### src/rtl/cordic_vectoring_fixed.sv
// Iterative CORDIC in vectoring mode: drives (x, y) onto the +x axis, returning
// the gain-compensated magnitude and atan2(y, x), one micro-rotation per clock.
module cordic_vectoring_fixed #(
    parameter int N              = 15,
    parameter int wordLength     = 16,
    parameter int fractionLength = 12
) (
    input  logic                         clk,
    input  logic                         rst,
    input  logic                         valid,
    input  logic signed [wordLength-1:0] x_in,
    input  logic signed [wordLength-1:0] y_in,
    output logic signed [wordLength-1:0] x_out,
    output logic signed [wordLength-1:0] theta_out,
    output logic                         done,
    output logic                         busy
);

    localparam int W        = wordLength;
    localparam int XW       = 2 * W;
    localparam int ZW       = W + 2;
    localparam int PW       = 3 * W;
    localparam int HALF     = W / 2;
    localparam int FRAC_INT = fractionLength + HALF;
    localparam int IW       = (N > 1) ? $clog2(N) : 1;

    // Constants held with 28 fraction bits, rounded once to the I/O format.
    localparam longint PI_Q28 = 64'sd843314857;
    localparam longint K_Q28  = 64'sd163008209;

    function automatic longint requant(input longint v_q28);
        int sh;
        sh = 28 - fractionLength;
        if (sh > 0)
            return (v_q28 + (longint'(1) <<< (sh - 1))) >>> sh;
        return v_q28 <<< (-sh);
    endfunction

    // round(atan(2^-i) * 2^12); entries beyond i = 12 round to zero.
    function automatic longint atan_q12(input int idx);
        case (idx)
            0:       return 3217;
            1:       return 1899;
            2:       return 1003;
            3:       return 509;
            4:       return 256;
            5:       return 128;
            6:       return 64;
            7:       return 32;
            8:       return 16;
            9:       return 8;
            10:      return 4;
            11:      return 2;
            12:      return 1;
            default: return 0;
        endcase
    endfunction

    localparam logic signed [ZW-1:0] PI_Z       = ZW'(requant(PI_Q28));
    localparam logic signed [ZW-1:0] TWO_PI_Z   = ZW'(2 * requant(PI_Q28));
    localparam logic signed [PW-1:0] K_P        = PW'(requant(K_Q28));
    localparam logic signed [PW-1:0] MAG_MAX    = PW'((longint'(1) <<< (W - 1)) - 1);
    localparam logic signed [PW-1:0] ROUND_HALF = PW'(longint'(1) <<< (FRAC_INT - 1));

    typedef enum logic [2:0] {
        IDLE,
        PRE,
        ITER,
        SCALE,
        DONE
    } state_t;

    state_t state_reg, state_next;

    logic signed [XW-1:0] x, y;
    logic signed [ZW-1:0] z;
    logic [IW-1:0]        iter_reg;

    logic signed [ZW-1:0] atan_rom [N];
    logic signed [XW-1:0] x_shift, y_shift;
    logic signed [ZW-1:0] atan_cur;
    logic signed [PW-1:0] mag_prod, mag_round;
    logic signed [W-1:0]  mag_next, theta_next;

    genvar gi;
    generate
        for (gi = 0; gi < N; gi++) begin : g_atan
            assign atan_rom[gi] = ZW'(requant(atan_q12(gi) <<< 16));
        end
    endgenerate

    always_ff @(posedge clk) begin
        if (rst)
            state_reg <= IDLE;
        else
            state_reg <= state_next;
    end

    always_comb begin
        state_next = state_reg;
        done       = 1'b0;
        busy       = 1'b0;
        case (state_reg)
            IDLE:  if (valid) state_next = PRE;
            PRE: begin
                busy       = 1'b1;
                state_next = ITER;
            end
            ITER: begin
                busy = 1'b1;
                if (iter_reg == IW'(N - 1))
                    state_next = SCALE;
            end
            SCALE: begin
                busy       = 1'b1;
                state_next = DONE;
            end
            DONE: begin
                done       = 1'b1;
                state_next = valid ? PRE : IDLE;
            end
            default: state_next = IDLE;
        endcase
    end

    always_comb begin
        x_shift   = x >>> iter_reg;
        y_shift   = y >>> iter_reg;
        atan_cur  = atan_rom[iter_reg];
        mag_prod  = PW'(x) * K_P;
        mag_round = (mag_prod + ROUND_HALF) >>> FRAC_INT;

        if (mag_round > MAG_MAX)
            mag_next = W'(MAG_MAX);
        else if (mag_round[PW-1])
            mag_next = '0;
        else
            mag_next = W'(mag_round);

        // A zero vector never rotates, so z would hold the sum of every ATAN entry.
        if (x == '0 && y == '0)
            theta_next = '0;
        else if (z > PI_Z)
            theta_next = W'(z - TWO_PI_Z);
        else if (z < -PI_Z)
            theta_next = W'(z + TWO_PI_Z);
        else
            theta_next = W'(z);
    end

    always_ff @(posedge clk) begin
        if (rst) begin
            x         <= '0;
            y         <= '0;
            z         <= '0;
            iter_reg  <= '0;
            x_out     <= '0;
            theta_out <= '0;
        end else begin
            case (state_reg)
                IDLE, DONE: begin
                    if (valid) begin
                        x <= XW'(x_in) <<< HALF;
                        y <= XW'(y_in) <<< HALF;
                        z <= '0;
                    end
                end
                PRE: begin
                    // Fold left-half-plane vectors by pi so the iterations only
                    // have to cover (-pi/2, pi/2).
                    if (x[XW-1]) begin
                        x <= -x;
                        y <= -y;
                        z <= y[XW-1] ? -PI_Z : PI_Z;
                    end
                    iter_reg <= '0;
                end
                ITER: begin
                    if (!y[XW-1]) begin
                        x <= x + y_shift;
                        y <= y - x_shift;
                        z <= z + atan_cur;
                    end else begin
                        x <= x - y_shift;
                        y <= y + x_shift;
                        z <= z - atan_cur;
                    end
                    iter_reg <= iter_reg + IW'(1);
                end
                SCALE: begin
                    x_out     <= mag_next;
                    theta_out <= theta_next;
                end
                default: ;
            endcase
        end
    end

endmodule

### config.mk
export PLATFORM = sky130hd
export DESIGN_NAME = cordic_vectoring_fixed
export DESIGN_NICKNAME = d
export VERILOG_FILES = /design/src/rtl/cordic_vectoring_fixed.sv
export SDC_FILE = /design/constraint.sdc
export NUM_CORES = 1
export LEC_CHECK = 0
export CAP_MARGIN = 40
export CORE_MARGIN = 2
export CORE_UTILIZATION = 65
export CTS_CLUSTER_SIZE = 30
export DETAILED_ROUTE_END_ITERATION = 12
export PLACE_DENSITY_LB_ADDON = 0.08
export SLEW_MARGIN = 30
export SYNTH_ARGS = -nofsm -noshare
export SYNTH_HDL_FRONTEND = slang
export SYNTH_SLANG_ARGS = --single-unit
export TNS_END_PERCENT = 1
### constraint.sdc
create_clock -name clk -period 9.3 [get_ports clk]
set_input_delay 1.86 -clock clk [delete_from_list [all_inputs] [get_ports clk]]
set_output_delay 1.86 -clock clk [all_outputs]
set_load 0.05 [all_outputs]
# Yosys cells after proc, flatten, opt, wreduce, memory -nomap -nowiden
# Memory sizes are Yosys's and may differ from the RTL's.
# Cells that the tools add are included.
# Widths: inputs -> output; s select.
[op_classes]
n_addsub = 12
multipliers = 1
n_lt_le_gt_ge = 4
n_eq_ne = 9
n_shift = 2
n_mux = 27
n_bitwise = 1
reduce_logical = 11
[ops]
columns = ["operator", "count"]
rows = [
  ["$mux 32", 6],
  ["$pmux 32 s3", 2],
  ["$mux 18", 6],
  ["$mux 16", 5],
  ["$add 32x32->32", 2],
  ["$logic_not 32->1", 2],
  ["$neg 32->32", 2],
  ["$sshr 32x4->32", 2],
  ["$sub 32x32->32", 2],
  ["$pmux 18 s3", 1],
  ["$add 45x21->46 const B", 1],
  ["$mul 32x13->45 const B", 1],
  ["$gt 26x16->1 const B", 1],
  ["$add 18x18->18", 1],
  ["$gt 18x15->1 const B", 1],
  ["$lt 18x15->1 const B", 1],
  ["$sub 18x18->18", 1],
  ["$add 16x16->16 const B", 1],
  ["$sub 16x16->16 const B", 1],
  ["$pmux 3 s5", 1],
  ["$ne 2x2->1 const B", 4],
  ["$pmux 4 s2", 1],
  ["$eq 3x2->1 const B", 2],
  ["$mux 3", 2],
  ["15 further kinds", 18],
]
[word_totals]
ff_bits = 121
mem_bits_ro = 288
input_bits = 35
output_inout_bits = 34
word_cells = 76
n_memories = 1
[mem_list]
columns = ["name", "depth", "word_bits", "read_ports", "rd_clocked_by_memory_dff", "write_ports", "line_no", "rtl"]
rows = [
  ["(no name shown)", 16, 18, 1, 0, 0, "129", "atan_cur = atan_rom[iter_reg];"],
]

# Depth between registers and ports, before layout
# Gate-level depths: netlist (run 1).
[depth]
ltp_word = 7
ltp_mapped = 29
depth_no_buf = 23

# Worst setup path before layout (run 1)
# Ideal clock, no wire load.
[synth_timing]
path_type = "flip-flop to flip-flop"
start = "reg x[31]"
end = "reg x_out[7]"
setup_time_ns = 0.126
arrival_time_ns = 6.261
required_ns = 9.174
setup_slack_ns = 2.913
path_stages_with_launch = 20
n_path_buf = 1
period_less_slack_ns = 6.387
path_cell_list = "dfxtp_1 > clkinv_1 > ha_1 > fa_1 > fa_1 > fa_1 > fa_1 > ha_1 > ha_1 > and3_1 > and3_1 > a21boi_0 > a211oi_1 > o21ai_0 > a2111oi_0 > a21o_1 > nand4_1 > nor4_2 > buf_2 > a21oi_1"
[synth_via]
elab_chain_cells = 4
word_cells_on_any_way = 5
classes_between = "add/sub (1); mul (1); order compare (1); mux (2)"
[synth_rtl]
columns = ["item", "line_no", "rtl"]
rows = [
  ["from (decl)", "75", "logic signed [XW-1:0] x, y;"],
  ["from (signal assigned)", "163", "x <= XW'(x_in) <<< HALF;"],
  ["from (signal assigned)", "172", "x <= -x;"],
  ["from (signal assigned)", "180", "x <= x + y_shift;"],
  ["$mul 32x13->45 (*)", "130", "mag_prod = PW'(x) * K_P;"],
  ["$add 45x21->46 (*)", "131", "mag_round = (mag_prod + ROUND_HALF) >>> FRAC_INT;"],
  ["$gt 26x16->1 / $mux 16 (equally long branches)", "133, 135", ""],
  ["$mux 16 (*)", "133", "if (mag_round > MAG_MAX)"],
  ["to (signal assigned)", "191", "x_out <= mag_next;"],
  ["to (decl)", "13", "output logic signed [wordLength-1:0] x_out,"],
]
# Every way passes the cells marked *; elsewhere a longest branch is shown, timed or not.
# A chain may end at the register's enable or synchronous reset.

# Worst setup path in the final report (run 1)
[layout_timing]
start = "reg x[8]"
end = "reg x_out[12]"
# Same word-level chain as after synthesis.

==> results of run 1 <==
[Yosys cell counts, types with 10 or more instances]
cell type  number  area, µm²
a211oi_1       35        263
a22oi_1        17        128
nor4_1         11       68.8
nor2_1        205        769
nor2b_1        19        119
nand2_1       202        758
a21o_1         61        458
a21boi_0       12       90.1
and2_1         26        163
fa_1          160       3200
a211o_1        10       87.6
a221oi_1       21        184
inv_1         208        781
nand4_1        17        106
dfxtp_1       121       2420
buf_2          21        105
a31oi_1        34        213
o21ai_0       152        761
buf_1          21       78.8
nand3_1        50        250
xor2_1        100        876
and3_1         21        131
a21oi_1       246       1230
a22o_1         15        131
xnor2_1       112        981
o22ai_1        19        119
nand2b_1       23        144
o31ai_1        13       97.6
clkbuf_1       89        334
o21a_1         20        150
mux4_1         19        499
mux2_2         25        282
o211ai_1       18        135
mux2i_1        53        531
mux4_2         44        991
nor3_1         79        395
ha_1          313       3920
or3_1          17        106
[cells by family (layout without fill, tap and decap cells)]
family | count (synthesis) | in the layout | synth area share
AO/OA/AOI/OAI | 755 | 755 | 0.204
XOR/XNOR | 213 | 213 | 0.0796
adder cells (fa/ha/maj) | 473 | 473 | 0.303
AND/OR/NAND/NOR | 722 | 722 | 0.147
multiplexers | 141 | 141 | 0.0978
buffers and inverters | 360 | 342 | 0.0653
flip-flops | 121 | 121 | 0.103
[routing by layer]
metal / part of all wire / global-route usage / vias up
met2: 0.46 / 0.576 / 855
met1: 0.43 / 0.492 / 10248
met4: 0.037 / 0.138 / 0
li1: - / - / 9971
met5: 0 / 0 / -
met3: 0.068 / 0.0496 / 135
[placed cells by master (no fill, tap or decap), types with 34 or more instances in the layout]
cell,synthesis,routed
mux4_2,44,44
a211oi_1,35,35
clkdlybuf4s50_1,0,67
xor2_1,100,100
o21ai_0,152,152
inv_1,208,208
nand2_1,202,201
a31oi_1,34,34
nor2_1,205,203
fa_1,160,160
nor3_1,79,79
mux2i_1,53,53
nand3_1,50,50
a21o_1,61,61
xnor2_1,112,112
ha_1,313,313
a21oi_1,246,246
dfxtp_1,121,116
[power breakdown]
group / leakage (nW) / switching (mW) / total (mW) / internal, mW
Sequential: 0.994 / 0.197 / 0.777 / 0.580
Clock: 0.286 / 0.299 / 0.716 / 0.417
Combinational: 10.4 / 4.69 / 8.10 / 3.41
Total: 11.7 / 5.19 / 9.59 / 4.41
[metrics by stage]
stage,worst slack [ns],util,instance area (µm²),power [mW],instances
2_1_floorplan,2.91,-,23500,6.92,2785
3_3_place_gp,1.46,0.681,24200,8.51,3188
3_5_place_dp,1.59,0.682,24300,8.70,3189
4_1_cts,1.57,0.699,24900,9.53,3221
5_1_grt,1.35,0.702,25000,10.6,3228
6_report,1.76,0.702,25000,9.59,3228
[cell type report]
class	count	area, µm²	area share
multi-input cells	2304	19600	0.785
flip-flops and latches	121	2430	0.0974
repair buffers	98	953	0.0382
inverters	212	796	0.0318
well taps	461	577	0.0231
clock buffers	22	507	0.0203
clock inverters	10	104	0.00416
[how the worst max path moves through the flow]
stage	endpoint	slack [ns]
after floorplan	x_out[7]	2.91
after global placement	x_out[11]	1.46
after detailed placement	x_out[6]	1.59
after CTS	x_out[12]	1.57
after global routing	x_out[12]	1.35
final	x_out[12]	1.76
[worst max-delay path, stage by stage, from the launching register on]
cell and delay (ns):
dfxtp_1 0.63, inv_1 0.26, ha_1 0.42, xor2_1 0.20, ha_1 0.20, a21o_1 0.16
fa_1 0.50, fa_1 0.46, fa_1 0.49, ha_1 0.30, ha_1 0.32, a211o_1 0.33
o2111a_1 0.14, o21ai_0 0.37, nand3_1 0.24, a21boi_0 0.48, a21oi_1 0.28, a41oi_1 0.34
xor2_1 0.17, nand4_1 0.16, nor4_4 0.74, a21oi_1 0.15
==> summary.txt, run 1 <==
Status
  • Status: finished, final reports clean

Setup path
  • Critical path startpoint category: register
  • Top fanout value on the critical path: 15
  • FF-to-FF path depth: 21
  • Arrival @ worst endpoint: 7.83 ns
  • Crit end category: register
  • Reg2reg end: x_out[12]
  • Critical path origin: x[8]
  • Crit path required time: 9.59 ns
  • Reg2reg start: x[8]
  • Setup Crit Path Kind: reg2reg
  • Reg2Reg Setup Slack: 1.76 ns

Synthesis
  • Post-synth EDFFs: 0
  • Register area share after synthesis: 0.103
  • #FFs+latches synth: 121
  • Yosys cell types: 98
  • Syn nets: 3,293
  • Primary FF master, synth: dfxtp_1
  • Fraction of registers with async set/reset: 0
  • Synth warn: 0
  • Post-Syn Area per Cell: 8.45 µm²
  • Syn Std Cell Area: 23,500 µm²
  • Synthesized instance count: 2,785

Floorplan
  • Boundary Pins: 69
  • Die height: 194 µm
  • Core ar.: 35,600 µm²
  • Initial core utilization: 0.662
  • Die Footprint: 37,700 µm²
  • Rows: 69
  • Chip width: 194 µm

Place
  • Buffers on Ports: 68
  • Placer congestion estimate: 0.940
  • DP HPWL: 51.8 mm

Route
  • WL final: 67.1 mm
  • DR WL/cell: 20.8 µm
  • Iter 0 DRT Violations: 1,720
  • Routed via count: 21,209
  • Via density: 6.57
  • Routed Antenna Nets: 0
  • DRC: 0
  • Initial DRT Pass Iterations: 5

Power and ir drop
  • Lkg Pwr: 11.7 nW
  • Pwr per Cell Area: 384 nW/µm²
  • Worst vdd ir: 568 µV

Global routing
  • GR Overflow Total: 0
  • Initial antenna violation count: 0
  • First-pass GRT wire length: 110 mm
  • Total track usage: 0.359
  • Vias in the first global route: 20,876
  • Largest net degree at the start of global routing: 90

Clocking
  • Worst-path clk slew: 0.07 ns
  • Clock Sinks: 121
  • Worst-case clock buffer depth: 2
  • CTS Root Cell: clkbuf_16
  • Post-CTS Setup Inserts: 0
  • Clock latency on the worst-skew pair: 0.46 ns
  • H-tree depth: 4
  • Post-CTS Hold Fix Bufs: 0
  • CTS tree: done
  • Total CTS buffers: 17
  • Resized Gates After CTS: 0

Timing
  • Hold slack: 0.476 ns
  • Final Setup Violations: 0
  • Final slew viol count: 0
  • RSZ-0062 raised after global routing: false
  • Rel. slew slack: 0.429
  • TNS Setup: 0 ns
  • Clock Skew: 0.0190 ns
  • Min Tclk post-route: 7.54 ns
  • Fmax: 133 MHz
  • Worst-margin pin slew: 0.856 ns
  • Fin. Hold Viols: 0
  • Final Cycle Share: 0.810

Run
  • Max Cap Viol: 0

Cells and area
  • Largest registers: x: 32 flops, y: 32 flops, z: 18 flops
  • Antenna Cells: 0
  • Fin nets: 3,262
  • Filler cells: 2,886
  • Share of layout cells above drive strength 1: 0.0622
  • Area grow syn2layout: 6.18%

Min path
  • Hold Path End: theta_out[13]
  • Worst Hold Launch: theta_out[13]
  • HP Class: reg2reg
  • WHS Path Cells: 1
Note: power is estimated with default switching activity, not from simulation.
==> run 2: changes to the inputs <==
- CORE_UTILIZATION: 65 -> 59
- clock period: 9.3 -> 6.7 ns (I/O delays scaled with it)
==> run 2 against run 1 <==
  * Maximum frequency grew 18%
  * Critical path depth is 1 higher
  * Sequential cell count is the same
  * Core utilization shrank 6.2 points
  * Count of clock-buffer cells in the layout is 5 lower
  * Final cell count is 3.3% higher
  * Register-to-register slack got worse by 1.5 ns
  * Cell area grew 1.3%
  * Global-route usage decreased by 1.8 points
  * Critical endpoint is now x_out[6]
  * Die area grew 10%
==> summary.txt, run 2 (synthesis results as in run 1) <==
Status
  • Status: finished, final reports clean

Clocking
  • CTS tree: done
  • Total CTS buffers: 17
  • Clock latency on the worst-skew pair: 0.51 ns
  • Clock Sinks: 121
  • Worst-case clock buffer depth: 2
  • Post-CTS Setup Inserts: 0
  • Worst-path clk slew: 0.07 ns
  • H-tree depth: 4
  • CTS Root Cell: clkbuf_16

Setup path
  • Critical path startpoint category: register
  • Crit-path cells: inv_1 -> ha_1 -> inv_1 -> fa_1 -> inv_1 -> fa_1 -> fa_1 -> fa_1 -> fa_1 -> ha_1 -> nand2_1 -> nor2_1 -> a211oi_1 -> o22ai_1 -> nor2_2 -> a31oi_1 -> a211o_1 -> a311oi_1 -> xnor2_1 -> nor4_2 -> buf_4 -> a21oi_1
  • CP top delay family: adder cells
  • Crit end category: register
  • Most Frequent Cell on Critical Path: fa_1
  • Buf/Inv on CP: 4
  • Setup Crit Path Kind: reg2reg
  • Slowest cell delay on critical path: 0.52 ns
  • Slowest-stage cell, CP: fa_1
  • Top fanout value on the critical path: 15
  • Arrival @ worst endpoint: 6.77 ns
  • Crit path required time: 7.07 ns

Route
  • DRC: 0
  • DR WL/cell: 20.6 µm
  • Iter 0 DRT Violations: 1,795
  • Routed Antenna Nets: 0
  • Via density: 6.35
  • WL final: 68.6 mm
  • Initial DRT Pass Iterations: 6
  • Routed via count: 21,195

Place
  • Placer congestion estimate: 0.957
  • Placed inst area: 24,700 µm²
  • DP HPWL: 54.1 mm
  • Buffers on Ports: 68

Global routing
  • Largest net degree at the start of global routing: 61
  • Initial antenna violation count: 0
  • Total track usage: 0.341
  • First-pass GRT wire length: 112 mm
  • Vias in the first global route: 21,166
  • GR Overflow Total: 0

Floorplan
  • Core ar.: 39,500 µm²
  • Rows: 73
  • Chip width: 204 µm
  • Initial core utilization: 0.595
  • Die Footprint: 41,500 µm²
  • Boundary Pins: 69
  • Die height: 204 µm

Run
  • Max Cap Viol: 0

Timing
  • Final Setup Violations: 0
  • Clock Skew: 0.0250 ns
  • RSZ-0062 raised after global routing: false
  • TNS Setup: 0 ns
  • Fin. Hold Viols: 0
  • Rel. slew slack: 0.411
  • Fmax: 156 MHz
  • Hold slack: 0.472 ns
  • Final slew viol count: 0
  • Final Cycle Share: 0.956
  • Min Tclk post-route: 6.40 ns
  • Worst-margin pin slew: 0.877 ns

Power and ir drop
  • Internal power: 6.13 mW
  • Worst vdd ir: 695 µV
  • Register share of total power: 0.074
  • Lkg Pwr: 11.9 nW
  • Sw Pwr: 7.10 mW
  • Switching Share: 0.537
  • Pwr per Cell Area: 522 nW/µm²
  • Comb pwr share: 0.853
  • Clk pwr share: 0.072

Cells and area
  • Area grow syn2layout: 7.59%
  • Largest registers: x: 32 flops, y: 32 flops, z: 18 flops
  • Antenna Cells: 0
  • Highest-count cells in the layout ignoring fill and taps: ha_1, a21oi_1, inv_1
  • Post-Layout Inst Area: 25,300 µm²
  • Fin nets: 3,306
  • Commonest non-fill, non-tap cell in the layout: ha_1
  • Share of layout cells above drive strength 1: 0.0808
  • Filler cells: 3,392

Min path
  • HP Class: reg2reg
[run 2: cell types whose count changed in the layout (fill, tap and decap cells not counted), sizes merged]
cell      previous run  this run
buf                 28        73
clkbuf              25        19
inv                211       216
clkinv               6         8
clkinvlp             4         2
[run 2: final timing paths]
kind | start | endpoint | slack (ns) | cells after the start
setup / recovery | x[17] | x_out[6] | 0.30 | 22
hold / removal | x_out[15] | x_out[15] | 0.47 | 1
hold reg to reg | x_out[15] | x_out[15] | 0.47 | 1
setup reg to reg | x[17] | x_out[6] | 0.30 | 22
[run 2: what timing repair did]
action	4_1_cts	5_1_grt
hold buffers	0	0
endpoints found under the setup margin	0	17
resized for setup	0	12
[run 2: layer usage]
metal	global-route usage	wire length, µm	vias up
met1	0.452	29700	10243
met5	0	0	-
met4	0.143	2520	0
met2	0.560	32300	774
li1	-	-	10044
met3	0.0467	4130	134
[run 2: power groups by stage]
| stage | sequential (mW) | combinational [mW] | clock, mW |
|---|---|---|---|
| after global placement | 0.984 | 11.0 | 0 |
| after CTS | 0.975 | 11.3 | 0.968 |
| after floorplan | 0.951 | 8.65 | 0 |
| after global routing | 0.998 | 12.8 | 0.991 |
| final | 0.982 | 11.3 | 0.956 |
| after detailed placement | 0.990 | 11.1 | 0 |
[run 2: layout make-up]
class,count,area (µm²),share of cell area
multi-input combinational,2304,19600,0.775
clock inverter,15,154,0.00608
sequential,121,2440,0.0966
timing repair buffer,142,1230,0.0486
inverter,212,796,0.0314
clock buffer,17,425,0.0168
tap,525,657,0.0259
[run 2: metrics by stage]
stage          power, mW  setup slack [ns]  cells   util
2_1_floorplan       9.60             0.313   2785      -
3_3_place_gp        12.0             0.354   3300  0.624
3_5_place_dp        12.1             0.144   3300  0.624
4_1_cts             13.2             0.114   3332  0.639
5_1_grt             14.8            0.0163   3336  0.640
6_report            13.2             0.297   3336  0.640
